===== src/rtl/sd_access_arbiter_if.sv =====
// ---------------------------------------------------------------------------
// sd_access_arbiter_if
// Bundle of every signal between the SD access arbiter, its two block-transfer
// requesters and the single SD card controller. Signal names follow the
// controller's native protocol so the SD side can be wired straight through.
//
//   requester side (N = 0,1)
//     reqN_Enable, reqN_Addr_Block, reqN_SerialCount, reqN_InPut_Data   -> arbiter
//     reqN_Complite, reqN_Fail, reqN_Out_Data_Valid,
//     reqN_InPut_Data_Valid                                             <- arbiter
//     req_Out_Data, req_Out_Data_Addr, req_InPut_Data_Addr (broadcast)  <- arbiter
//   controller side
//     SD_Init_Complite, SD_Complite, SD_Fail, SD_Out_Data_Valid,
//     SD_Out_Data_Addr, SD_Out_Data, SD_InPut_Data_Valid,
//     SD_InPut_Data_Addr                                                -> arbiter
//     SD_Enable, SD_Addr_Block, SD_SerialCount, SD_InPut_Data           <- arbiter
//
// Modports
//   slave  : the arbiter
//   master : the environment (requesters + controller) driving the arbiter
// ---------------------------------------------------------------------------
interface sd_access_arbiter_if;
   // requester 0
   logic        req0_Enable;
   logic [31:0] req0_Addr_Block;
   logic [31:0] req0_SerialCount;
   logic [31:0] req0_InPut_Data;
   logic        req0_Complite;
   logic        req0_Fail;
   logic        req0_Out_Data_Valid;
   logic        req0_InPut_Data_Valid;
   // requester 1
   logic        req1_Enable;
   logic [31:0] req1_Addr_Block;
   logic [31:0] req1_SerialCount;
   logic [31:0] req1_InPut_Data;
   logic        req1_Complite;
   logic        req1_Fail;
   logic        req1_Out_Data_Valid;
   logic        req1_InPut_Data_Valid;
   // broadcast to both requesters
   logic [31:0] req_Out_Data;
   logic [31:0] req_Out_Data_Addr;
   logic [31:0] req_InPut_Data_Addr;
   // SD controller
   logic        SD_Init_Complite;
   logic        SD_Enable;
   logic [31:0] SD_Addr_Block;
   logic [31:0] SD_SerialCount;
   logic        SD_Complite;
   logic        SD_Fail;
   logic        SD_Out_Data_Valid;
   logic [31:0] SD_Out_Data_Addr;
   logic [31:0] SD_Out_Data;
   logic        SD_InPut_Data_Valid;
   logic [31:0] SD_InPut_Data_Addr;
   logic [31:0] SD_InPut_Data;

   modport slave (
      input  req0_Enable, req0_Addr_Block, req0_SerialCount, req0_InPut_Data,
      output req0_Complite, req0_Fail, req0_Out_Data_Valid, req0_InPut_Data_Valid,
      input  req1_Enable, req1_Addr_Block, req1_SerialCount, req1_InPut_Data,
      output req1_Complite, req1_Fail, req1_Out_Data_Valid, req1_InPut_Data_Valid,
      output req_Out_Data, req_Out_Data_Addr, req_InPut_Data_Addr,
      input  SD_Init_Complite,
      output SD_Enable, SD_Addr_Block, SD_SerialCount,
      input  SD_Complite, SD_Fail,
      input  SD_Out_Data_Valid, SD_Out_Data_Addr, SD_Out_Data,
      input  SD_InPut_Data_Valid, SD_InPut_Data_Addr,
      output SD_InPut_Data
   );

   modport master (
      output req0_Enable, req0_Addr_Block, req0_SerialCount, req0_InPut_Data,
      input  req0_Complite, req0_Fail, req0_Out_Data_Valid, req0_InPut_Data_Valid,
      output req1_Enable, req1_Addr_Block, req1_SerialCount, req1_InPut_Data,
      input  req1_Complite, req1_Fail, req1_Out_Data_Valid, req1_InPut_Data_Valid,
      input  req_Out_Data, req_Out_Data_Addr, req_InPut_Data_Addr,
      output SD_Init_Complite,
      input  SD_Enable, SD_Addr_Block, SD_SerialCount,
      output SD_Complite, SD_Fail,
      output SD_Out_Data_Valid, SD_Out_Data_Addr, SD_Out_Data,
      output SD_InPut_Data_Valid, SD_InPut_Data_Addr,
      input  SD_InPut_Data
   );
endinterface


===== src/rtl/sd_access_arbiter.sv =====
// ---------------------------------------------------------------------------
// sd_access_arbiter
// Shares one SD card controller between two block-transfer requesters
// (req0 = BMP copier, req1 = second client). Whole transactions are granted;
// address and block count are captured at grant, data strobes and the
// Complite/Fail status reach only the owner. A watchdog turns a hung
// controller transaction into a Fail.
//
// Ports
//   clk     in  system clock
//   rst     in  asynchronous reset, active low
//   io_bus  sd_access_arbiter_if.slave - requester and controller signals
//
// Parameters
//   TIMEOUT_CYCLES  maximum cycles spent in GRANT before a forced Fail;
//                   0 disables the watchdog
// ---------------------------------------------------------------------------
module sd_access_arbiter #(
   parameter logic [31:0] TIMEOUT_CYCLES = 32'd50_000_000
) (
   input  logic                  clk,
   input  logic                  rst,
   sd_access_arbiter_if.slave    io_bus
);

   // state   | meaning
   // --------+-------------------------------------------------------------
   // IDLE    | controller released; arbitrate among raised Enables
   // GRANT   | owner's transaction running, SD_Enable high, watchdog counting
   // RELEASE | owner sees Complite/Fail; wait for owner and controller to
   //         | drop Enable/status before arbitrating again
   typedef enum logic [1:0] {
      ST_IDLE    = 2'd0,
      ST_GRANT   = 2'd1,
      ST_RELEASE = 2'd2
   } state_t;

   state_t      r_state;
   logic        r_owner;
   logic        r_prio;
   logic        r_sd_enable;
   logic [31:0] r_addr_block;
   logic [31:0] r_serial_count;
   logic [1:0]  r_complite;
   logic [1:0]  r_fail;
   logic [31:0] r_timer;

   logic [1:0]  w_en;
   logic        w_pick;
   logic        w_owner_en;
   logic        w_timeout;
   logic        w_sd_status;

   logic        w_req0_out_valid;
   logic        w_req1_out_valid;
   logic        w_req0_in_valid;
   logic        w_req1_in_valid;
   logic [31:0] w_sd_input_data;

   assign w_en        = {io_bus.req1_Enable, io_bus.req0_Enable};
   // with both requesting the priority pointer decides, otherwise the lone requester wins
   assign w_pick      = (w_en == 2'b11) ? r_prio : w_en[1];
   assign w_owner_en  = r_owner ? io_bus.req1_Enable : io_bus.req0_Enable;
   assign w_timeout   = (TIMEOUT_CYCLES != 32'd0) &&
                        (r_timer == (TIMEOUT_CYCLES - 32'd1));
   assign w_sd_status = io_bus.SD_Complite | io_bus.SD_Fail;

   always_ff @(posedge clk or negedge rst) begin
      if (!rst) begin
         r_state        <= ST_IDLE;
         r_owner        <= 1'b0;
         r_prio         <= 1'b0;
         r_sd_enable    <= 1'b0;
         r_addr_block   <= 32'd0;
         r_serial_count <= 32'd0;
         r_complite     <= 2'b00;
         r_fail         <= 2'b00;
         r_timer        <= 32'd0;
      end else begin
         case (r_state)
            ST_IDLE: begin
               r_sd_enable <= 1'b0;
               if (io_bus.SD_Init_Complite && (w_en != 2'b00)) begin
                  r_owner        <= w_pick;
                  r_addr_block   <= w_pick ? io_bus.req1_Addr_Block  : io_bus.req0_Addr_Block;
                  r_serial_count <= w_pick ? io_bus.req1_SerialCount : io_bus.req0_SerialCount;
                  r_timer        <= 32'd0;
                  r_sd_enable    <= 1'b1;
                  r_state        <= ST_GRANT;
               end
            end

            ST_GRANT: begin
               r_timer <= r_timer + 32'd1;
               if (io_bus.SD_Complite) begin
                  r_complite[r_owner] <= 1'b1;
                  r_prio              <= ~r_owner;
                  r_sd_enable         <= 1'b0;
                  r_state             <= ST_RELEASE;
               end else if (io_bus.SD_Fail || !io_bus.SD_Init_Complite || w_timeout) begin
                  // keep priority with the failing owner so its retry is not interleaved
                  r_fail[r_owner] <= 1'b1;
                  r_prio          <= r_owner;
                  r_sd_enable     <= 1'b0;
                  r_state         <= ST_RELEASE;
               end else if (!w_owner_en) begin
                  // abort: owner withdrew, release silently
                  r_prio      <= ~r_owner;
                  r_sd_enable <= 1'b0;
                  r_state     <= ST_RELEASE;
               end
            end

            ST_RELEASE: begin
               r_sd_enable <= 1'b0;
               if (!w_owner_en && !w_sd_status) begin
                  r_complite <= 2'b00;
                  r_fail     <= 2'b00;
                  r_timer    <= 32'd0;
                  r_state    <= ST_IDLE;
               end
            end

            default: begin
               r_sd_enable <= 1'b0;
               r_complite  <= 2'b00;
               r_fail      <= 2'b00;
               r_timer     <= 32'd0;
               r_state     <= ST_IDLE;
            end
         endcase
      end
   end

   // Data strobes follow the controller in the same cycle, but only to the owner and only in GRANT.
   always_comb begin
      w_req0_out_valid = 1'b0;
      w_req1_out_valid = 1'b0;
      w_req0_in_valid  = 1'b0;
      w_req1_in_valid  = 1'b0;
      w_sd_input_data  = 32'd0;
      if (r_state == ST_GRANT) begin
         if (r_owner) begin
            w_req1_out_valid = io_bus.SD_Out_Data_Valid;
            w_req1_in_valid  = io_bus.SD_InPut_Data_Valid;
            w_sd_input_data  = io_bus.req1_InPut_Data;
         end else begin
            w_req0_out_valid = io_bus.SD_Out_Data_Valid;
            w_req0_in_valid  = io_bus.SD_InPut_Data_Valid;
            w_sd_input_data  = io_bus.req0_InPut_Data;
         end
      end
   end

   assign io_bus.SD_Enable             = r_sd_enable;
   assign io_bus.SD_Addr_Block         = r_addr_block;
   assign io_bus.SD_SerialCount        = r_serial_count;
   assign io_bus.SD_InPut_Data         = w_sd_input_data;

   assign io_bus.req0_Complite         = r_complite[0];
   assign io_bus.req1_Complite         = r_complite[1];
   assign io_bus.req0_Fail             = r_fail[0];
   assign io_bus.req1_Fail             = r_fail[1];

   assign io_bus.req0_Out_Data_Valid   = w_req0_out_valid;
   assign io_bus.req1_Out_Data_Valid   = w_req1_out_valid;
   assign io_bus.req0_InPut_Data_Valid = w_req0_in_valid;
   assign io_bus.req1_InPut_Data_Valid = w_req1_in_valid;

   // read data and both word addresses are shared; only the strobes select the receiver
   assign io_bus.req_Out_Data          = io_bus.SD_Out_Data;
   assign io_bus.req_Out_Data_Addr     = io_bus.SD_Out_Data_Addr;
   assign io_bus.req_InPut_Data_Addr   = io_bus.SD_InPut_Data_Addr;

endmodule


===== src/flat_wrapper.sv =====
// flat-port wrapper written by rule: the top's interface ports become plain ports
module sd_access_arbiter_flat 
#(
   parameter logic [31:0] TIMEOUT_CYCLES = 32'd50_000_000
)
  (clk, rst, io_bus_req0_Enable, io_bus_req0_Addr_Block, io_bus_req0_SerialCount, io_bus_req0_InPut_Data, io_bus_req0_Complite, io_bus_req0_Fail, io_bus_req0_Out_Data_Valid, io_bus_req0_InPut_Data_Valid, io_bus_req1_Enable, io_bus_req1_Addr_Block, io_bus_req1_SerialCount, io_bus_req1_InPut_Data, io_bus_req1_Complite, io_bus_req1_Fail, io_bus_req1_Out_Data_Valid, io_bus_req1_InPut_Data_Valid, io_bus_req_Out_Data, io_bus_req_Out_Data_Addr, io_bus_req_InPut_Data_Addr, io_bus_SD_Init_Complite, io_bus_SD_Enable, io_bus_SD_Addr_Block, io_bus_SD_SerialCount, io_bus_SD_Complite, io_bus_SD_Fail, io_bus_SD_Out_Data_Valid, io_bus_SD_Out_Data_Addr, io_bus_SD_Out_Data, io_bus_SD_InPut_Data_Valid, io_bus_SD_InPut_Data_Addr, io_bus_SD_InPut_Data);
  sd_access_arbiter_if io_bus_i ();
  input  logic clk;
  input  logic rst;
  input wire logic [$bits(io_bus_i.req0_Enable)-1:0] io_bus_req0_Enable;
  input wire logic [$bits(io_bus_i.req0_Addr_Block)-1:0] io_bus_req0_Addr_Block;
  input wire logic [$bits(io_bus_i.req0_SerialCount)-1:0] io_bus_req0_SerialCount;
  input wire logic [$bits(io_bus_i.req0_InPut_Data)-1:0] io_bus_req0_InPut_Data;
  output wire logic [$bits(io_bus_i.req0_Complite)-1:0] io_bus_req0_Complite;
  output wire logic [$bits(io_bus_i.req0_Fail)-1:0] io_bus_req0_Fail;
  output wire logic [$bits(io_bus_i.req0_Out_Data_Valid)-1:0] io_bus_req0_Out_Data_Valid;
  output wire logic [$bits(io_bus_i.req0_InPut_Data_Valid)-1:0] io_bus_req0_InPut_Data_Valid;
  input wire logic [$bits(io_bus_i.req1_Enable)-1:0] io_bus_req1_Enable;
  input wire logic [$bits(io_bus_i.req1_Addr_Block)-1:0] io_bus_req1_Addr_Block;
  input wire logic [$bits(io_bus_i.req1_SerialCount)-1:0] io_bus_req1_SerialCount;
  input wire logic [$bits(io_bus_i.req1_InPut_Data)-1:0] io_bus_req1_InPut_Data;
  output wire logic [$bits(io_bus_i.req1_Complite)-1:0] io_bus_req1_Complite;
  output wire logic [$bits(io_bus_i.req1_Fail)-1:0] io_bus_req1_Fail;
  output wire logic [$bits(io_bus_i.req1_Out_Data_Valid)-1:0] io_bus_req1_Out_Data_Valid;
  output wire logic [$bits(io_bus_i.req1_InPut_Data_Valid)-1:0] io_bus_req1_InPut_Data_Valid;
  output wire logic [$bits(io_bus_i.req_Out_Data)-1:0] io_bus_req_Out_Data;
  output wire logic [$bits(io_bus_i.req_Out_Data_Addr)-1:0] io_bus_req_Out_Data_Addr;
  output wire logic [$bits(io_bus_i.req_InPut_Data_Addr)-1:0] io_bus_req_InPut_Data_Addr;
  input wire logic [$bits(io_bus_i.SD_Init_Complite)-1:0] io_bus_SD_Init_Complite;
  output wire logic [$bits(io_bus_i.SD_Enable)-1:0] io_bus_SD_Enable;
  output wire logic [$bits(io_bus_i.SD_Addr_Block)-1:0] io_bus_SD_Addr_Block;
  output wire logic [$bits(io_bus_i.SD_SerialCount)-1:0] io_bus_SD_SerialCount;
  input wire logic [$bits(io_bus_i.SD_Complite)-1:0] io_bus_SD_Complite;
  input wire logic [$bits(io_bus_i.SD_Fail)-1:0] io_bus_SD_Fail;
  input wire logic [$bits(io_bus_i.SD_Out_Data_Valid)-1:0] io_bus_SD_Out_Data_Valid;
  input wire logic [$bits(io_bus_i.SD_Out_Data_Addr)-1:0] io_bus_SD_Out_Data_Addr;
  input wire logic [$bits(io_bus_i.SD_Out_Data)-1:0] io_bus_SD_Out_Data;
  input wire logic [$bits(io_bus_i.SD_InPut_Data_Valid)-1:0] io_bus_SD_InPut_Data_Valid;
  input wire logic [$bits(io_bus_i.SD_InPut_Data_Addr)-1:0] io_bus_SD_InPut_Data_Addr;
  output wire logic [$bits(io_bus_i.SD_InPut_Data)-1:0] io_bus_SD_InPut_Data;
  assign io_bus_i.req0_Enable = io_bus_req0_Enable;
  assign io_bus_i.req0_Addr_Block = io_bus_req0_Addr_Block;
  assign io_bus_i.req0_SerialCount = io_bus_req0_SerialCount;
  assign io_bus_i.req0_InPut_Data = io_bus_req0_InPut_Data;
  assign io_bus_req0_Complite = io_bus_i.req0_Complite;
  assign io_bus_req0_Fail = io_bus_i.req0_Fail;
  assign io_bus_req0_Out_Data_Valid = io_bus_i.req0_Out_Data_Valid;
  assign io_bus_req0_InPut_Data_Valid = io_bus_i.req0_InPut_Data_Valid;
  assign io_bus_i.req1_Enable = io_bus_req1_Enable;
  assign io_bus_i.req1_Addr_Block = io_bus_req1_Addr_Block;
  assign io_bus_i.req1_SerialCount = io_bus_req1_SerialCount;
  assign io_bus_i.req1_InPut_Data = io_bus_req1_InPut_Data;
  assign io_bus_req1_Complite = io_bus_i.req1_Complite;
  assign io_bus_req1_Fail = io_bus_i.req1_Fail;
  assign io_bus_req1_Out_Data_Valid = io_bus_i.req1_Out_Data_Valid;
  assign io_bus_req1_InPut_Data_Valid = io_bus_i.req1_InPut_Data_Valid;
  assign io_bus_req_Out_Data = io_bus_i.req_Out_Data;
  assign io_bus_req_Out_Data_Addr = io_bus_i.req_Out_Data_Addr;
  assign io_bus_req_InPut_Data_Addr = io_bus_i.req_InPut_Data_Addr;
  assign io_bus_i.SD_Init_Complite = io_bus_SD_Init_Complite;
  assign io_bus_SD_Enable = io_bus_i.SD_Enable;
  assign io_bus_SD_Addr_Block = io_bus_i.SD_Addr_Block;
  assign io_bus_SD_SerialCount = io_bus_i.SD_SerialCount;
  assign io_bus_i.SD_Complite = io_bus_SD_Complite;
  assign io_bus_i.SD_Fail = io_bus_SD_Fail;
  assign io_bus_i.SD_Out_Data_Valid = io_bus_SD_Out_Data_Valid;
  assign io_bus_i.SD_Out_Data_Addr = io_bus_SD_Out_Data_Addr;
  assign io_bus_i.SD_Out_Data = io_bus_SD_Out_Data;
  assign io_bus_i.SD_InPut_Data_Valid = io_bus_SD_InPut_Data_Valid;
  assign io_bus_i.SD_InPut_Data_Addr = io_bus_SD_InPut_Data_Addr;
  assign io_bus_SD_InPut_Data = io_bus_i.SD_InPut_Data;
  sd_access_arbiter #(.TIMEOUT_CYCLES(TIMEOUT_CYCLES)) u_core (.clk(clk), .rst(rst), .io_bus(io_bus_i));
endmodule

===== config.mk =====
export PLATFORM = sky130hd
export DESIGN_NAME = sd_access_arbiter_flat
export DESIGN_NICKNAME = d
export VERILOG_FILES = /design/src/rtl/sd_access_arbiter_if.sv /design/src/rtl/sd_access_arbiter.sv /design/src/flat_wrapper.sv
export SDC_FILE = /design/constraint.sdc
export NUM_CORES = 1
export LEC_CHECK = 0
export ABC_CLOCK_PERIOD_IN_PS = 2000
export CAP_MARGIN = 20
export CORE_AREA = 3 3 192 194
export CTS_CLUSTER_SIZE = 16
export DETAILED_ROUTE_END_ITERATION = 6
export DIE_AREA = 0 0 195 197
export GPL_ROUTABILITY_DRIVEN = 0
export PLACE_DENSITY = 0.6
export RECOVER_POWER = 100
export REMOVE_ABC_BUFFERS = 1
export SYNTH_ARGS = -nofsm -noshare
export SYNTH_HDL_FRONTEND = slang
export SYNTH_SLANG_ARGS = --single-unit

===== constraint.sdc =====
create_clock -name clk -period 2 [get_ports clk]
set_input_delay 0.4 -clock clk [delete_from_list [all_inputs] [get_ports clk]]
set_output_delay 0.4 -clock clk [all_outputs]
set_load 0.1 [all_outputs]

# Word-level counts from Yosys, hierarchy flattened

Cells that the tools add are included.

Reduce and logical (&&, ||, !) cells: 16
Mux-type cells: 38
Equal/unequal tests: 11
Add/subtract/negate cells: 1
Bitwise logic cells: 5
$lt $le $gt $ge: 2

Operators by type and width:

| cell                                                                     | count |
|---|---|
| 32-bit 2-to-1 mux                                                        | 6 |
| 32-bit case mux with 3 select lines                                      | 1 |
| 32-bit by 1-bit adder with 32-bit output (second input constant)         | 1 |
| 32-bit by 26-bit equality test with 1-bit output (second input constant) | 1 |
| 1-bit 2-to-1 mux                                                         | 18 |
| 2-bit case mux with 3 select lines                                       | 3 |
| 2-bit 2-to-1 mux                                                         | 8 |
| 2-bit by 1-bit != test with 1-bit output (second input constant)         | 3 |
| 2-bit AND reduction                                                      | 3 |
| 3-bit AND reduction                                                      | 2 |
| 2-bit equality test (second input constant)                              | 2 |
| 2-bit != test (second input constant)                                    | 2 |
| 4-bit != test (second input constant)                                    | 1 |
| 2-bit bitwise OR                                                         | 2 |
| 4-bit AND reduction                                                      | 1 |
| 1-bit logical AND                                                        | 3 |
| 1-bit logical NOT                                                        | 3 |
| 3-bit != test (second input constant)                                    | 1 |
| 2-bit by 1-bit equality test with 1-bit output (second input constant)   | 1 |
| 2-bit logical NOT                                                        | 1 |
| 1-bit logical OR                                                         | 2 |
| 1-bit by 2-bit < comparator with 1-bit output (second input constant)    | 1 |
| 1-bit NOT                                                                | 2 |
| 1-bit case mux with 2 select lines                                       | 1 |
| 4 further kinds                                                          | 4 |

Logic and storage cells: 82
Bits in registers: 105
Bits of input ports: 297
Output and inout port bits: 201

# Logic depth before layout (Yosys ltp)

Depth after elaboration: 8
Mapped depth: 7
Depth with buffers taken out: 6

# Least setup slack after synthesis

No wires, ideal clock.

Path type: register to output
Start point: reg u_core.r_owner
End point: out io_bus_SD_InPut_Data[10]
Arrival: 2.413 ns
Path buffers: 2
Required time: 1.600 ns
Stages on the path, launching flop included: 5
Path slack: -0.813 ns
Cells stage by stage: dfrtp_1 > buf_1 > buf_2 > mux2i_1 > nor2_1

Longest elaborated chain between the ends: 2

Ends and longest elaborated chain:

| what                   | line                     | source |
|---|---|---|
| from (decl)            | sd_access_arbiter.sv:39  | `logic r_owner;` |
| from (signal assigned) | sd_access_arbiter.sv:84  | `r_owner <= w_pick;` |
| 32-bit 2-to-1 mux      | sd_access_arbiter.sv:143 | `if (r_owner) begin` |
| 32-bit 2-to-1 mux      | sd_access_arbiter.sv:142 | `if (r_state == ST_GRANT) begin` |
| to (decl)              | flat_wrapper.sv:40       | `output wire logic [$bits(io_bus_i.SD_InPut_Data)-1:0] io_bus_SD_InPut_Data;` |

Every way passes these cells.

# Worst setup path after layout

Start point: reg u_core.r_owner
End point: out io_bus_SD_InPut_Data[30]

The elaborated chain is that of the path after synthesis.

==> impl_metrics.yaml <==
power_and_ir_drop:
  p_leak_nw: 4.478
  power.switching_mw: 9.467
  switching_share_pct: 58.73
  power_frac_comb_pct: 67.9
  powerDensity_mw_per_mm2: 1484
  cellInternalPower_mw: 6.652
  sequentialPowerShare_pct: 20.4
  vdd_drop_max_uv: 1073
  p_clk_share_pct: 11.7
global_route:
  antenna_found_initial: 0
  grt_pass1_vias: 6268
  grt_pass1_wl_um: 48510
  grt_max_degree: 57
  grt_usage_pct: 17.67
  overflow: 0
placement:
  hpwl_um: 28740
  port_buffers: 305
  placed_cells: 1394
timing:
  timing.final.crit_share_pct: 100.6
  clock.fmax_mhz: 497.0
  rsz0062_at_grt: "yes"
  maxSlewHeadroom_pct: 26.59
  hold_ws_ns: 0.4961
  fin_crit_ns: 2.012
  skew_ns: 0.01245
  postLayoutSetupSlackWorst_ns: -0.01196
  finalHoldViolations: 0
  maxSlewViolCount: 0
  setup_viol: 5
  max_slew.worst_pin.slew_ns: 1.101
setup_path:
  crit_fanout: 20
  end_kind: "output pin"
  r2r_slack_ns: 0.06
  cp_slowest_cell: "dfrtp_2"
  required_ns: 1.60
  critPathKind: "register to output pin"
  reg2regPathDepth: 7
  crit_path_start_kind: "register"
  max_stage_delay_ns: 0.42
  crit_top_cell: "buf_12"
  path_cells: "buf_12 -> mux2i_2 -> nor2_4 -> buf_12"
  worstPathArrival_ns: 1.61
final_layout:
  diodes: 0
  final_nets: 1265
  drive_gt1_share_pct: 29.73
  final_cells: 1433
  fillers: 3670
  syn_to_final_growth_pct: 68.97
synthesis:
  ys.flop_type: "dfrtp_1"
  syn_area_sq_mm: 0.006427
  yosysUniqueCellTypes: 51
  synth-seq-cells: 105
  synth_most_common_cell: "nor2_1"
  avgSynthCellArea_sq_um: 9.222
  yosysTopAreaCellShare_pct: 40.88
  synth_edf_count: 0
  ys_async_sr_fraction_pct: 100.0
  synth_cells: 697
  yosysTopAreaCell: "dfrtp_1"
  yosysSeqAreaShare_pct: 40.88
  synthTopCellsByArea: "dfrtp_1 41%, mux2i_1 15%, buf_4 11%, nor2_1 6.6%, a21oi_1 5.9%"
  synth_warnings: 0
  synth_common_cells: "113 x nor2_1, 105 x dfrtp_1, 98 x mux2i_1"
route:
  vias: 6330
  antenna_left: 0
  dr.pass1.iters: 4
  drc_errors: 0
  vias_per_cell: 4.417
  drt-initial-drc-count: 346
  drt_wl_total_um: 35690
  wl_per_cell_um: 24.90
clock_tree:
  cts.sinks: 105
  root_buffer: "clkbuf_16"
  clkLatencyLatePin_ns: 0.36
  htree_levels: 3
  cts_tree: "yes"
  cts_buffer_depth: 2
  numCtsBuffers: 9
  path_clk_slew_ns: 0.08
die:
  ios: 498
  die_w_um: 195
  core_sq_mm: 0.03540
  dieArea_sq_mm: 0.03842
  die_h_um: 197
  num_rows: 69
  initial_core_util_pct: 18.16
status:
  violations: "negative setup slack"
  outcome: "complete, but fails checks"
run:
  max-cap-violations: 0
min_path:
  holdPathStages: 2
  hp-class: "register to register"
==> worst max-delay path: cells and delay by family, from the launching register on <==
kind                   cells  cell delay (ns)
buffers and inverters      2             0.40
AND/OR/NAND/NOR            1             0.08
multiplexers               1             0.33
flip-flops                 1             0.42
==> what timing repair did <==
action / CTS / global route
setup buffers: 10 / 5
endpoints found under the hold margin: 14 / 0
hold buffers: 1 / 0
endpoints found under the setup margin: 41 / 50
pin swaps: 15 / 9
cloned: 7 / 0
resized for setup: 111 / 16
==> kinds of logic (layout without fill, tap and decap cells) <==
kind of cell	after synthesis	in the layout	synth area share (%)
flops	105	105	40.88
fa+ha+maj	1	1	0.1946
buf+inv	140	415	14.09
mux	99	99	15.44
xor+xnor	10	10	1.363
simple gates	214	214	17.05
compound gates	128	128	10.98
==> through the flow <==
step	setup slack [ns]	util (%)	instance area [sq um]	setup TNS [ns]	power [mW]
2_1_floorplan	-6.248	-	5540	-477.23	10.67
3_3_place_gp	-0.2696	28.27	10010	-6.446	13.67
6_report	-0.01196	30.68	10860	-0.03189	16.12
5_1_grt	-0.07462	30.68	10860	-2.218	16.80
3_5_place_dp	-0.3699	28.27	10010	-11.07	13.77
4_1_cts	-0.02622	31.21	11050	-0.1012	16.65
==> area by class of cell <==
cell class | count | area [sq um] | area share [%]
timing repair buffer | 394 | 3936 | 36.24
clock inverter | 7 | 87.58 | 0.8065
tap | 461 | 576.8 | 5.311
sequential | 105 | 2630 | 24.22
clock buffer | 9 | 225.2 | 2.074
inverter | 5 | 30.03 | 0.2765
multi-input combinational | 452 | 3374 | 31.07
==> registers in the layout, indices dropped and copies added, names as in the netlist <==
signal / count
u_core.r_state: 2
u_core.r_complite: 2
u_core.r_fail: 2
u_core.r_owner: 1
u_core.io_bus.SD_Enable: 1
u_core.r_timer: 32
u_core.r_prio: 1
u_core.io_bus.SD_SerialCount: 32
u_core.io_bus.SD_Addr_Block: 32
==> cells in the final DEF (no fill, tap or decap), drive strengths merged, types with 6 or more instances in the layout <==
master / n
a21oi: 76
and3: 8
buf: 99
clkbuf: 103
clkdlybuf4s50: 199
dfrtp: 105
inv: 6
mux2i: 98
nand2: 31
nand3: 8
nand4: 15
nor2: 114
nor4: 9
o21ai: 32
or3: 10
==> power by group through the flow <==
stage	Sequential (mW)	Clock, mW	Combinational [mW]
after floorplan	8.26	0	2.41
after global placement	3.30	0	10.4
after detailed placement	3.34	0	10.4
after CTS	3.31	1.96	11.4
after global routing	3.39	2.03	11.4
final	3.30	1.88	10.9
==> path summary, 6_finish.rpt <==
kind,startpoint,to
max reg2reg,u_core.r_timer[18],u_core.io_bus.SD_Enable
min reg2reg,u_core.r_fail[1],u_core.r_fail[1]
min,u_core.r_fail[1],u_core.r_fail[1]
max in group asynchronous,rst,u_core.io_bus.SD_Addr_Block[1]
max,u_core.r_owner,io_bus_SD_InPut_Data[30]
min in group asynchronous,rst,u_core.io_bus.SD_Enable
==> routing by layer <==
layer  part of all wire (%)  track usage, %  routed length (um)  up-vias
li1                       -               -                   -     2887
met2                     45           27.30               16160      462
met4                    1.2           2.852                 445       10
met1                     35           18.41               12400     2942
met3                     18           14.72                6289       29
met5                    1.1           7.778                 399        -
No activity file was read; power rests on OpenSTA's default activity.
